`src/rtl/mem_arbiter_if.sv`:
```
// Core-side ports (instruction and load/store) and memory-side port of the shared memory arbiter.
// The arbiter uses the slave view. The core/memory environment uses the master view.
interface mem_arbiter_if #(
  parameter int DATA_WIDTH = 32,
  parameter int ADDR_WIDTH = 32
);
  logic                  i_req_i;
  logic [ADDR_WIDTH-1:0] i_addr_i;
  logic                  i_gnt_o;
  logic                  i_rvalid_o;
  logic [DATA_WIDTH-1:0] i_rdata_o;

  logic                  d_req_i;
  logic                  d_we_i;
  logic [3:0]            d_be_i;
  logic [ADDR_WIDTH-1:0] d_addr_i;
  logic [DATA_WIDTH-1:0] d_wdata_i;
  logic                  d_gnt_o;
  logic                  d_rvalid_o;
  logic [DATA_WIDTH-1:0] d_rdata_o;

  logic                  mem_req_o;
  logic                  mem_we_o;
  logic [3:0]            mem_be_o;
  logic [ADDR_WIDTH-1:0] mem_addr_o;
  logic [DATA_WIDTH-1:0] mem_wdata_o;
  logic [DATA_WIDTH-1:0] mem_rdata_i;

  modport slave (
    input  i_req_i, i_addr_i, d_req_i, d_we_i, d_be_i, d_addr_i, d_wdata_i, mem_rdata_i,
    output i_gnt_o, i_rvalid_o, i_rdata_o, d_gnt_o, d_rvalid_o, d_rdata_o,
           mem_req_o, mem_we_o, mem_be_o, mem_addr_o, mem_wdata_o
  );

  modport master (
    output i_req_i, i_addr_i, d_req_i, d_we_i, d_be_i, d_addr_i, d_wdata_i, mem_rdata_i,
    input  i_gnt_o, i_rvalid_o, i_rdata_o, d_gnt_o, d_rvalid_o, d_rdata_o,
           mem_req_o, mem_we_o, mem_be_o, mem_addr_o, mem_wdata_o
  );
endinterface

```
`src/rtl/mem_arbiter.sv`:
```
// Round-robin arbiter that shares one fixed-latency single-port memory between the
// instruction-fetch and load/store ports. It allows one outstanding transaction at a time.
module mem_arbiter #(
  parameter int DATA_WIDTH  = 32,
  parameter int ADDR_WIDTH  = 32,
  parameter int MEM_LATENCY = 1
) (
  input  logic            clk,
  input  logic            rst_n,
  mem_arbiter_if.slave    bus
);
  localparam int CW = $clog2(MEM_LATENCY + 1);

  typedef enum logic {S_IDLE, S_WAIT} state_t;

  state_t        state;
  logic [CW-1:0] cnt;
  logic          owner_d;
  logic          we_q;
  logic          last_d;

  logic resp, open, gnt_i, gnt_d, acc;

  // The grant window reopens in the response cycle, so back-to-back transactions lose no cycle.
  always_comb begin
    resp  = rst_n && (state == S_WAIT) && (cnt == CW'(1));
    open  = rst_n && ((state == S_IDLE) || resp);
    gnt_i = 1'b0;
    gnt_d = 1'b0;
    if (open) begin
      if (bus.i_req_i && bus.d_req_i) begin
        gnt_i = last_d;
        gnt_d = !last_d;
      end else begin
        gnt_i = bus.i_req_i;
        gnt_d = bus.d_req_i;
      end
    end
    acc = gnt_i | gnt_d;
  end

  assign bus.i_gnt_o     = gnt_i;
  assign bus.d_gnt_o     = gnt_d;
  assign bus.mem_req_o   = acc;
  assign bus.mem_we_o    = gnt_d & bus.d_we_i;
  assign bus.mem_be_o    = gnt_i ? 4'hF : (gnt_d ? bus.d_be_i : 4'h0);
  assign bus.mem_addr_o  = gnt_i ? bus.i_addr_i : (gnt_d ? bus.d_addr_i : '0);
  assign bus.mem_wdata_o = gnt_d ? bus.d_wdata_i : '0;

  assign bus.i_rvalid_o = resp & !owner_d;
  assign bus.d_rvalid_o = resp & owner_d;
  assign bus.i_rdata_o  = (resp && !owner_d) ? bus.mem_rdata_i : '0;
  assign bus.d_rdata_o  = (resp && owner_d && !we_q) ? bus.mem_rdata_i : '0;

  always_ff @(posedge clk) begin
    if (!rst_n) begin
      state   <= S_IDLE;
      cnt     <= '0;
      owner_d <= 1'b0;
      we_q    <= 1'b0;
      last_d  <= 1'b1;
    end else if (acc) begin
      state   <= S_WAIT;
      cnt     <= CW'(MEM_LATENCY);
      owner_d <= gnt_d;
      we_q    <= gnt_d & bus.d_we_i;
      last_d  <= gnt_d;
    end else if (resp) begin
      state <= S_IDLE;
      cnt   <= '0;
    end else if (state == S_WAIT) begin
      cnt <= cnt - CW'(1);
    end
  end
endmodule

```
`src/flat_wrapper.sv`:
```
// flat-port wrapper written by rule: the top's interface ports become plain ports
module mem_arbiter_flat 
#(
  parameter int DATA_WIDTH  = 32,
  parameter int ADDR_WIDTH  = 32,
  parameter int MEM_LATENCY = 1
)
  (clk, rst_n, bus_i_req_i, bus_i_addr_i, bus_d_req_i, bus_d_we_i, bus_d_be_i, bus_d_addr_i, bus_d_wdata_i, bus_mem_rdata_i, bus_i_gnt_o, bus_i_rvalid_o, bus_i_rdata_o, bus_d_gnt_o, bus_d_rvalid_o, bus_d_rdata_o, bus_mem_req_o, bus_mem_we_o, bus_mem_be_o, bus_mem_addr_o, bus_mem_wdata_o);
  mem_arbiter_if #(.DATA_WIDTH(DATA_WIDTH), .ADDR_WIDTH(ADDR_WIDTH)) bus_i ();
  input  logic clk;
  input  logic rst_n;
  input wire logic [$bits(bus_i.i_req_i)-1:0] bus_i_req_i;
  input wire logic [$bits(bus_i.i_addr_i)-1:0] bus_i_addr_i;
  input wire logic [$bits(bus_i.d_req_i)-1:0] bus_d_req_i;
  input wire logic [$bits(bus_i.d_we_i)-1:0] bus_d_we_i;
  input wire logic [$bits(bus_i.d_be_i)-1:0] bus_d_be_i;
  input wire logic [$bits(bus_i.d_addr_i)-1:0] bus_d_addr_i;
  input wire logic [$bits(bus_i.d_wdata_i)-1:0] bus_d_wdata_i;
  input wire logic [$bits(bus_i.mem_rdata_i)-1:0] bus_mem_rdata_i;
  output wire logic [$bits(bus_i.i_gnt_o)-1:0] bus_i_gnt_o;
  output wire logic [$bits(bus_i.i_rvalid_o)-1:0] bus_i_rvalid_o;
  output wire logic [$bits(bus_i.i_rdata_o)-1:0] bus_i_rdata_o;
  output wire logic [$bits(bus_i.d_gnt_o)-1:0] bus_d_gnt_o;
  output wire logic [$bits(bus_i.d_rvalid_o)-1:0] bus_d_rvalid_o;
  output wire logic [$bits(bus_i.d_rdata_o)-1:0] bus_d_rdata_o;
  output wire logic [$bits(bus_i.mem_req_o)-1:0] bus_mem_req_o;
  output wire logic [$bits(bus_i.mem_we_o)-1:0] bus_mem_we_o;
  output wire logic [$bits(bus_i.mem_be_o)-1:0] bus_mem_be_o;
  output wire logic [$bits(bus_i.mem_addr_o)-1:0] bus_mem_addr_o;
  output wire logic [$bits(bus_i.mem_wdata_o)-1:0] bus_mem_wdata_o;
  assign bus_i.i_req_i = bus_i_req_i;
  assign bus_i.i_addr_i = bus_i_addr_i;
  assign bus_i.d_req_i = bus_d_req_i;
  assign bus_i.d_we_i = bus_d_we_i;
  assign bus_i.d_be_i = bus_d_be_i;
  assign bus_i.d_addr_i = bus_d_addr_i;
  assign bus_i.d_wdata_i = bus_d_wdata_i;
  assign bus_i.mem_rdata_i = bus_mem_rdata_i;
  assign bus_i_gnt_o = bus_i.i_gnt_o;
  assign bus_i_rvalid_o = bus_i.i_rvalid_o;
  assign bus_i_rdata_o = bus_i.i_rdata_o;
  assign bus_d_gnt_o = bus_i.d_gnt_o;
  assign bus_d_rvalid_o = bus_i.d_rvalid_o;
  assign bus_d_rdata_o = bus_i.d_rdata_o;
  assign bus_mem_req_o = bus_i.mem_req_o;
  assign bus_mem_we_o = bus_i.mem_we_o;
  assign bus_mem_be_o = bus_i.mem_be_o;
  assign bus_mem_addr_o = bus_i.mem_addr_o;
  assign bus_mem_wdata_o = bus_i.mem_wdata_o;
  mem_arbiter #(.DATA_WIDTH(DATA_WIDTH), .ADDR_WIDTH(ADDR_WIDTH), .MEM_LATENCY(MEM_LATENCY)) u_core (.clk(clk), .rst_n(rst_n), .bus(bus_i));
endmodule
```
`config.mk`:
```
export PLATFORM = sky130hd
export DESIGN_NAME = mem_arbiter_flat
export DESIGN_NICKNAME = d
export VERILOG_FILES = /design/src/rtl/mem_arbiter_if.sv /design/src/rtl/mem_arbiter.sv /design/src/flat_wrapper.sv
export SDC_FILE = /design/constraint.sdc
export NUM_CORES = 1
export LEC_CHECK = 0
export CELL_PAD_IN_SITES_DETAIL_PLACEMENT = 1
export CELL_PAD_IN_SITES_GLOBAL_PLACEMENT = 1
export CORE_MARGIN = 3
export CORE_UTILIZATION = 10
export DETAILED_ROUTE_END_ITERATION = 12
export PLACE_DENSITY = 0.87
export SLEW_MARGIN = 20
export SYNTH_ARGS = -nofsm -noshare
export SYNTH_HDL_FRONTEND = slang
export SYNTH_SLANG_ARGS = --single-unit
```
`constraint.sdc`:
```
create_clock -name clk -period 1.2 [get_ports clk]
set_input_delay 0.18 -clock clk [delete_from_list [all_inputs] [get_ports clk]]
set_output_delay 0.18 -clock clk [all_outputs]
set_load 0.1 [all_outputs]
```
[After elaboration in Yosys (flattened, before gate mapping)]
Cells that the tools add are included.
Cells by class
  add/sub/neg operators: 1
  $mul: 0
  divide/modulo/power cells: 0
  $lt $le $gt $ge: 0
  eq/ne operators: 0
  shifts and indexed selects: 0
  multiplexer cells: 16
  bitwise gates (word level): 5
  reductions and logical operators: 13
Operators by type and width (number)
  $mux 32: 5
  $mux 1: 9
  $mux 4: 2
  $logic_and 1x1->1: 7
  $and 1x1->1: 3
  $logic_not 1->1: 3
  $reduce_bool 3->1: 1
  $reduce_bool 2->1: 1
  $logic_or 1x1->1: 1
  $not 1->1: 1
  $or 1x1->1: 1
  $sub 1x1->1 const B: 1
Word-level totals
  register bits after elaboration: 5
  latch bits: 0
  memory bits (writable): 0
  bits in read-only memories: 0
  input bits: 137
  output and inout bits: 138
  word-level logic and storage cells: 40
  memories kept: 0

[Depth between registers and ports, before layout]
Gate-level depths: netlist of the first run.
  word-level depth: 7
  depth in mapped cells: 5
  depth with buffers taken out: 3

[Worst setup path before layout of the first run]
No wires, ideal clock.
  kind: register to output
  from: register u_core.state
  to: output port bus_d_rdata_o[10]
  arrival time: 2.431 ns
  required time: 1.020 ns
  setup slack: -1.411 ns
  stages on the path, launching flop included: 5
  buffers on the path: 1
  cell sequence: dfxtp_1 -> and4_1 -> and2b_1 -> buf_2 -> and2_1
On the way
  longest elaborated chain between the ends: 5
RTL lines
  start, declared: line mem_arbiter.sv:16  | state_t state;
  start signal, assigned: line mem_arbiter.sv:57  | state <= S_IDLE;
  start signal, assigned: line mem_arbiter.sv:63  | state <= S_WAIT;
  start signal, assigned: line mem_arbiter.sv:69  | state <= S_IDLE;
  $logic_and 1x1->1 (2 in series): line mem_arbiter.sv:26  | resp = rst_n && (state == S_WAIT) && (cnt == CW'(1));
  $logic_and 1x1->1 (2 in series): line mem_arbiter.sv:53  | assign bus.d_rdata_o = (resp && owner_d && !we_q) ? bus.mem_rdata_i : '0;
  $mux 32: line mem_arbiter.sv:53
  end, declared: line flat_wrapper.sv:25  | output wire logic [$bits(bus_i.d_rdata_o)-1:0] bus_d_rdata_o;
No other way between the ends.

[Worst setup path in the final report of the first run]
  from: register u_core.cnt
  to: output port bus_mem_addr_o[17]
On the way
  longest elaborated chain between the ends: 6
  elaborated cells on any way between the ends: 7
  those cells by class: mux (4); reduce/logical (3)
RTL lines
  start, declared: line mem_arbiter.sv:17  | logic [CW-1:0] cnt;
  start signal, assigned: line mem_arbiter.sv:64  | cnt <= CW'(MEM_LATENCY);
  start signal, assigned: line mem_arbiter.sv:72  | cnt <= cnt - CW'(1);
  $logic_and 1x1->1 *: line mem_arbiter.sv:26
  $logic_or 1x1->1 *: line mem_arbiter.sv:27  | open = rst_n && ((state == S_IDLE) || resp);
  $logic_and 1x1->1 *: line mem_arbiter.sv:27
  $mux 1: line mem_arbiter.sv:30  | if (open) begin
  $mux 32: line mem_arbiter.sv:47  | assign bus.mem_addr_o = gnt_i ? bus.i_addr_i : (gnt_d ? bus.d_addr_i : '0);
  $mux 32 *: line mem_arbiter.sv:47
  end, declared: line flat_wrapper.sv:29  | output wire logic [$bits(bus_i.mem_addr_o)-1:0] bus_mem_addr_o;
Every way passes the cells marked *; elsewhere a longest branch is shown, timed or not.

==> flow_summary.json, run 1 <==
{
  "syn_nets": 313,
  "period_share_pct": 154,
  "die_h_um": 120,
  "timing.fmax_mhz": 540,
  "regArea_sq_um": 106,
  "hold_path.class": "input pin to flip-flop",
  "clockRootBuffer": "clkbuf_16",
  "detailed_place_hpwl_um": 10200,
  "violations": "negative setup slack",
  "layout.cells.non_filler": 650,
  "setup_viol": 140,
  "status": "complete, but fails checks",
  "synth_edf_count": 0,
  "htree_levels": 1,
  "syn_to_final_growth_pct": 439,
  "hold_start": "rst_n",
  "drive_gt1_share_pct": 69.0,
  "layout_common_cells": "150 x buf_12, 133 x clkdlybuf4s50_1, 97 x and2_4, 32 x a22o_4, 12 x buf_6",
  "reg2reg_from": "u_core.cnt$_SDFFE_PN0P_",
  "cts.hold.buffers_added": 0,
  "syn-cell-area_sq_um": 1290,
  "cts_num_sinks": 5,
  "ir_worst_vdd_mv": 0.389,
  "critPathLaunch": "u_core.cnt$_SDFFE_PN0P_",
  "dieWidth_um": 120,
  "stdcell_area_sq_um": 6950,
  "setup.worst_path.start_class": "flip-flop",
  "ff2ff_setup_slack_ns": -0.24,
  "route.antenna.remaining_nets": 0,
  "synth_seq_cells": 5,
  "layout.nets": 619,
  "ios": 275,
  "final_common_cell": "buf_12",
  "slew_violations": 0,
  "powerDensity_nw_per_um2": 581,
  "synth_cells": 176,
  "leakage_nw": 2.93,
  "worst-path-max-fanout": 8,
  "drc": 0,
  "clk_pin_slew_ns": 0.03,
  "antenna_found_initial": 1,
  "total_power_mw": 4.04,
  "ys_warn_count": 0,
  "core_sq_um": 12300,
  "hold_viol": 0,
  "yosys_most_used_dff": "dfxtp_1",
  "fillCellCount": 1191,
  "required_ns": 1.02,
  "synthDistinctLibCells": 25,
  "dr.pass1.iters": 4,
  "ys_seq_area_share_pct": 7.77,
  "grt_max_degree": 20,
  "grt_usage_pct": 17.2,
  "routed_wl_um": 13500,
  "die_area_sq_um": 14300,
  "crit_type": "flip-flop to primary output",
  "port_buffers": 274,
  "worstMarginPinSlew_ns": 0.351,
  "placed_cell_area_sq_um": 6230,
  "grt.overflow.total": 0,
  "hold_ws_ns": 0.454,
  "syn_avg_cell_area_sq_um": 7.32,
  "fin_skew_ns": 0.00101,
  "wl_per_cell_um": 20.8,
  "rsz0062_at_grt": "true",
  "vias": 2618,
  "async_flop_share_pct": 0,
  "cts_tree": "built",
  "multi_input_area_sq_um": 1630,
  "place_inst": 614,
  "grt_pass1_wl_um": 19000,
  "arrival_ns": 1.67,
  "drt_iter0_markers": 69,
  "fin_ws_ns": -0.653,
  "maxSlewHeadroom_pct": 76.5,
  "insertion_delay_ns": 0.23,
  "start_util_pct": 10.5,
  "max_cap_viol_count": 0,
  "pre_cts_slack_ns": -0.834,
  "cts_inserted_buffers": 3,
  "place_congestion": 0.769,
  "first_global_vias": 3030,
  "rows": 40,
  "clockBufferDepth": 2,
  "cp-end-kind": "primary output",
  "via_per_inst": 4.03,
  "post-route-min-period_ns": 1.85
}
[routing by layer]
metal / vias up / wire length (um) / share of wire (%) / global-route usage [%]
met4: 0 / 91 / 0.67 / 3.01
met5: - / 0 / 0 / 0
met1: 1211 / 4260 / 31 / 16.6
met3: 9 / 1380 / 10 / 5.89
met2: 185 / 7820 / 58 / 35.1
li1: 1213 / - / - / -
[cell usage after synthesis (2+ instances only)]
cell type | number | area [sq um]
inv_1 | 2 | 7.51
and2_1 | 97 | 607
a21o_1 | 4 | 30.0
dfxtp_1 | 5 | 100
a21boi_0 | 2 | 15.0
a22o_1 | 32 | 280
clkbuf_1 | 2 | 7.51
buf_4 | 6 | 45.0
buf_6 | 4 | 45.0
buf_2 | 7 | 35.0
[power by group]
group	total, mW	internal, mW	switching [mW]
Clock	0.550	0.440	0.109
Sequential	0.200	0.186	0.0144
Combinational	3.29	1.50	1.78
Total	4.04	2.13	1.91
[worst paths after layout]
kind	end	depth (start not counted)
worst max-delay path	bus_mem_addr_o[17]	6
worst min-delay path	u_core.last_d$_SDFFE_PN1P_	2
worst max register to register	u_core.we_q$_SDFFE_PN0P_	6
worst min register to register	u_core.we_q$_SDFFE_PN0P_	1
[cell type report]
| cell class | count | area share [%] |
|---|---|---|
| Timing Repair Buffer | 320 | 70.7 |
| Multi-Input combinational cell | 150 | 23.4 |
| Tap cell | 168 | 3.02 |
| Sequential cell | 5 | 1.53 |
| Clock buffer | 4 | 1.13 |
| Inverter | 2 | 0.162 |
| Antenna cell | 1 | 0.0360 |
[worst max-delay path, stage by stage, from the launching register on]
cell	delay, ns
dfxtp_2	0.32
nand2b_4	0.15
and4_4	0.23
clkbuf_16	0.17
buf_16	0.15
a22o_4	0.25
buf_12	0.16
[cell families (layout without fill, tap and decap cells)]
logic type | count (synthesis) | after routing | synth area share [%]
other | 0 | 1 | 0
AND/OR/NAND/NOR | 105 | 105 | 51.7
XOR/XNOR | 1 | 1 | 0.680
buffers and inverters | 21 | 326 | 10.9
flip-flops | 5 | 5 | 7.77
AO/OA/AOI/OAI | 44 | 44 | 28.9
[per-stage QoR]
stage	utilization (%)	TNS, ns
floorplan	-	-40.03
global placement	50.6	-92.40
detailed placement	50.6	-106.18
CTS	55.3	-78.27
global route	56.4	-84.33
finish	56.5	-77.65
[flip-flops by register name, indices dropped and copies added, names as in the netlist]
signal	cells
u_core.last_d	1
u_core.we_q	1
u_core.cnt	1
u_core.state	1
u_core.owner_d	1
[repair_timing]
action                     CTS  global route
cloned                      11             7
pin swaps                   12            12
gates resized for setup     29            17
setup endpoints to repair  142           143
setup buffers               15             6
Note: power is estimated with default switching activity, not from simulation.
==> run 2, diff against run 1 <==
--- a/config.mk
+++ b/config.mk
@@ -10,6 +10,7 @@
 export CORE_MARGIN = 3
 export CORE_UTILIZATION = 10
 export DETAILED_ROUTE_END_ITERATION = 12
+export MAX_ROUTING_LAYER = met4
 export PLACE_DENSITY = 0.87
 export SLEW_MARGIN = 20
 export SYNTH_ARGS = -nofsm -noshare
==> run 2 against run 1 <==
Compared with the run above: the run still ends with negative setup slack left; count of clock-buffer cells in the layout stayed put; design area down 0.36%; critical path depth stayed put; register-to-register slack gained 0.03 ns; via count increased by 0.15%; critical endpoint is now bus_mem_addr_o[23]; largest cell class unchanged; largest power group unchanged; highest routed layer unchanged.
==> flow_summary.json, run 2 (synthesis results as in run 1) <==
{
  "first_global_vias": 3035,
  "max_cap_viol_count": 0,
  "rows": 40,
  "grt_pass1_wl_um": 19000,
  "worstMarginPinSlew_ns": 0.344,
  "cts_inserted_buffers": 3,
  "grt.met1_usage_pct": 17.3,
  "leakage_nw": 2.91,
  "cts_num_sinks": 5,
  "die_h_um": 120,
  "timing.fmax_mhz": 542,
  "hold_path.class": "input pin to flip-flop",
  "place_congestion": 0.779,
  "maxSlewHeadroom_pct": 77.0,
  "cp-end-kind": "primary output",
  "port_buffers": 274,
  "slew_violations": 0,
  "start_util_pct": 10.5,
  "required_ns": 1.02,
  "layout_common_cells": "150 x buf_12, 133 x clkdlybuf4s50_1, 97 x and2_4, 32 x a22o_4, 12 x buf_6",
  "arrival_ns": 1.66,
  "antenna_found_initial": 1,
  "detailed_place_hpwl_um": 10200,
  "insertion_delay_ns": 0.23,
  "final_common_cell": "buf_12",
  "clockBufferDepth": 2,
  "setup_viol": 140,
  "clockRootBuffer": "clkbuf_16",
  "layout.nets": 618,
  "dr.pass1.iters": 4,
  "clk_pin_slew_ns": 0.03,
  "crit_type": "flip-flop to primary output",
  "fin_ws_ns": -0.644,
  "grt.overflow.total": 0,
  "use_met2_pct": 35.1,
  "violations": "negative setup slack",
  "drive_gt1_share_pct": 69.0,
  "via_per_inst": 4.04,
  "placed_cell_area_sq_um": 6230,
  "routed_wl_um": 13400,
  "setup.worst_path.start_class": "flip-flop",
  "ios": 275,
  "post-route-min-period_ns": 1.84,
  "htree_levels": 1,
  "grt_max_degree": 20,
  "cts_tree": "built",
  "vias": 2622,
  "period_share_pct": 154,
  "wl_per_cell_um": 20.6,
  "hold_viol": 0,
  "syn_to_final_growth_pct": 437,
  "route.antenna.remaining_nets": 0,
  "dieWidth_um": 120,
  "drt_iter0_markers": 61,
  "drc": 0,
  "busiest_layer": "met2",
  "die_area_sq_um": 14300,
  "fin_skew_ns": 0.000357,
  "core_sq_um": 12300,
  "grt_usage_pct": 17.7,
  "use_met3_pct": 4.85,
  "rsz0062_at_grt": "true",
  "worst-path-max-fanout": 9,
  "stdcell_area_sq_um": 6930,
  "ir_worst_vdd_mv": 0.389,
  "status": "complete, but fails checks",
  "powerDensity_nw_per_um2": 580,
  "final_util_pct": 56.3
}
-- run 2: repair_timing --
action                                 4_1_cts  5_1_grt
hold buffers                                 0        0
cloned                                      11        6
gates resized for setup                     29       16
setup endpoints to repair                  142      143
pin swaps                                   12       12
setup buffers                               15        6
endpoints found under the hold margin        0        0
-- run 2: through the flow --
stage	setup WS [ns]	total power, mW	TNS [ns]	hold slack [ns]	instances
floorplan	-0.466	1.94	-40.03	0.306	176
global placement	-0.728	3.21	-92.40	0.482	614
detailed placement	-0.834	3.26	-106.18	0.496	614
CTS	-0.636	4.01	-78.27	0.406	643
global route	-0.691	4.14	-83.85	0.494	649
finish	-0.644	4.02	-76.86	0.455	649
-- run 2: final cells by class --
class | count | area (sq um)
Clock buffer | 4 | 78.8
Tap cell | 168 | 210
Sequential cell | 5 | 106
Timing Repair Buffer | 319 | 4890
Multi-Input combinational cell | 150 | 1630
Antenna cell | 1 | 2.50
Inverter | 2 | 11.3
Fill cell | 1193 | 5390
-- run 2: worst paths after layout --
path,start,end,slack [ns],depth (start not counted)
setup / recovery,u_core.cnt$_SDFFE_PN0P_,bus_mem_addr_o[23],-0.64,6
hold / removal,rst_n,u_core.last_d$_SDFFE_PN1P_,0.46,2
setup reg to reg,u_core.cnt$_SDFFE_PN0P_,u_core.we_q$_SDFFE_PN0P_,-0.21,6
hold reg to reg,u_core.we_q$_SDFFE_PN0P_,u_core.we_q$_SDFFE_PN0P_,0.53,1
-- run 2: layer usage --
layer | vias up | wire (um)
met3 | 5 | 1210
met2 | 189 | 7710
met1 | 1218 | 4380
met5 | - | 0
met4 | 0 | 95
li1 | 1210 | -
-- run 2: power by group --
group	switching (mW)	internal [mW]
Combinational	1.78	1.49
Sequential	0.0143	0.186
Clock	0.109	0.440
-- run 2: critical path, stage by stage, from the launching register on --
cell	delay, ns
dfxtp_2	0.32
nand2b_4	0.15
and4_4	0.21
buf_12	0.16
buf_16	0.15
a22o_4	0.26
buf_12	0.16
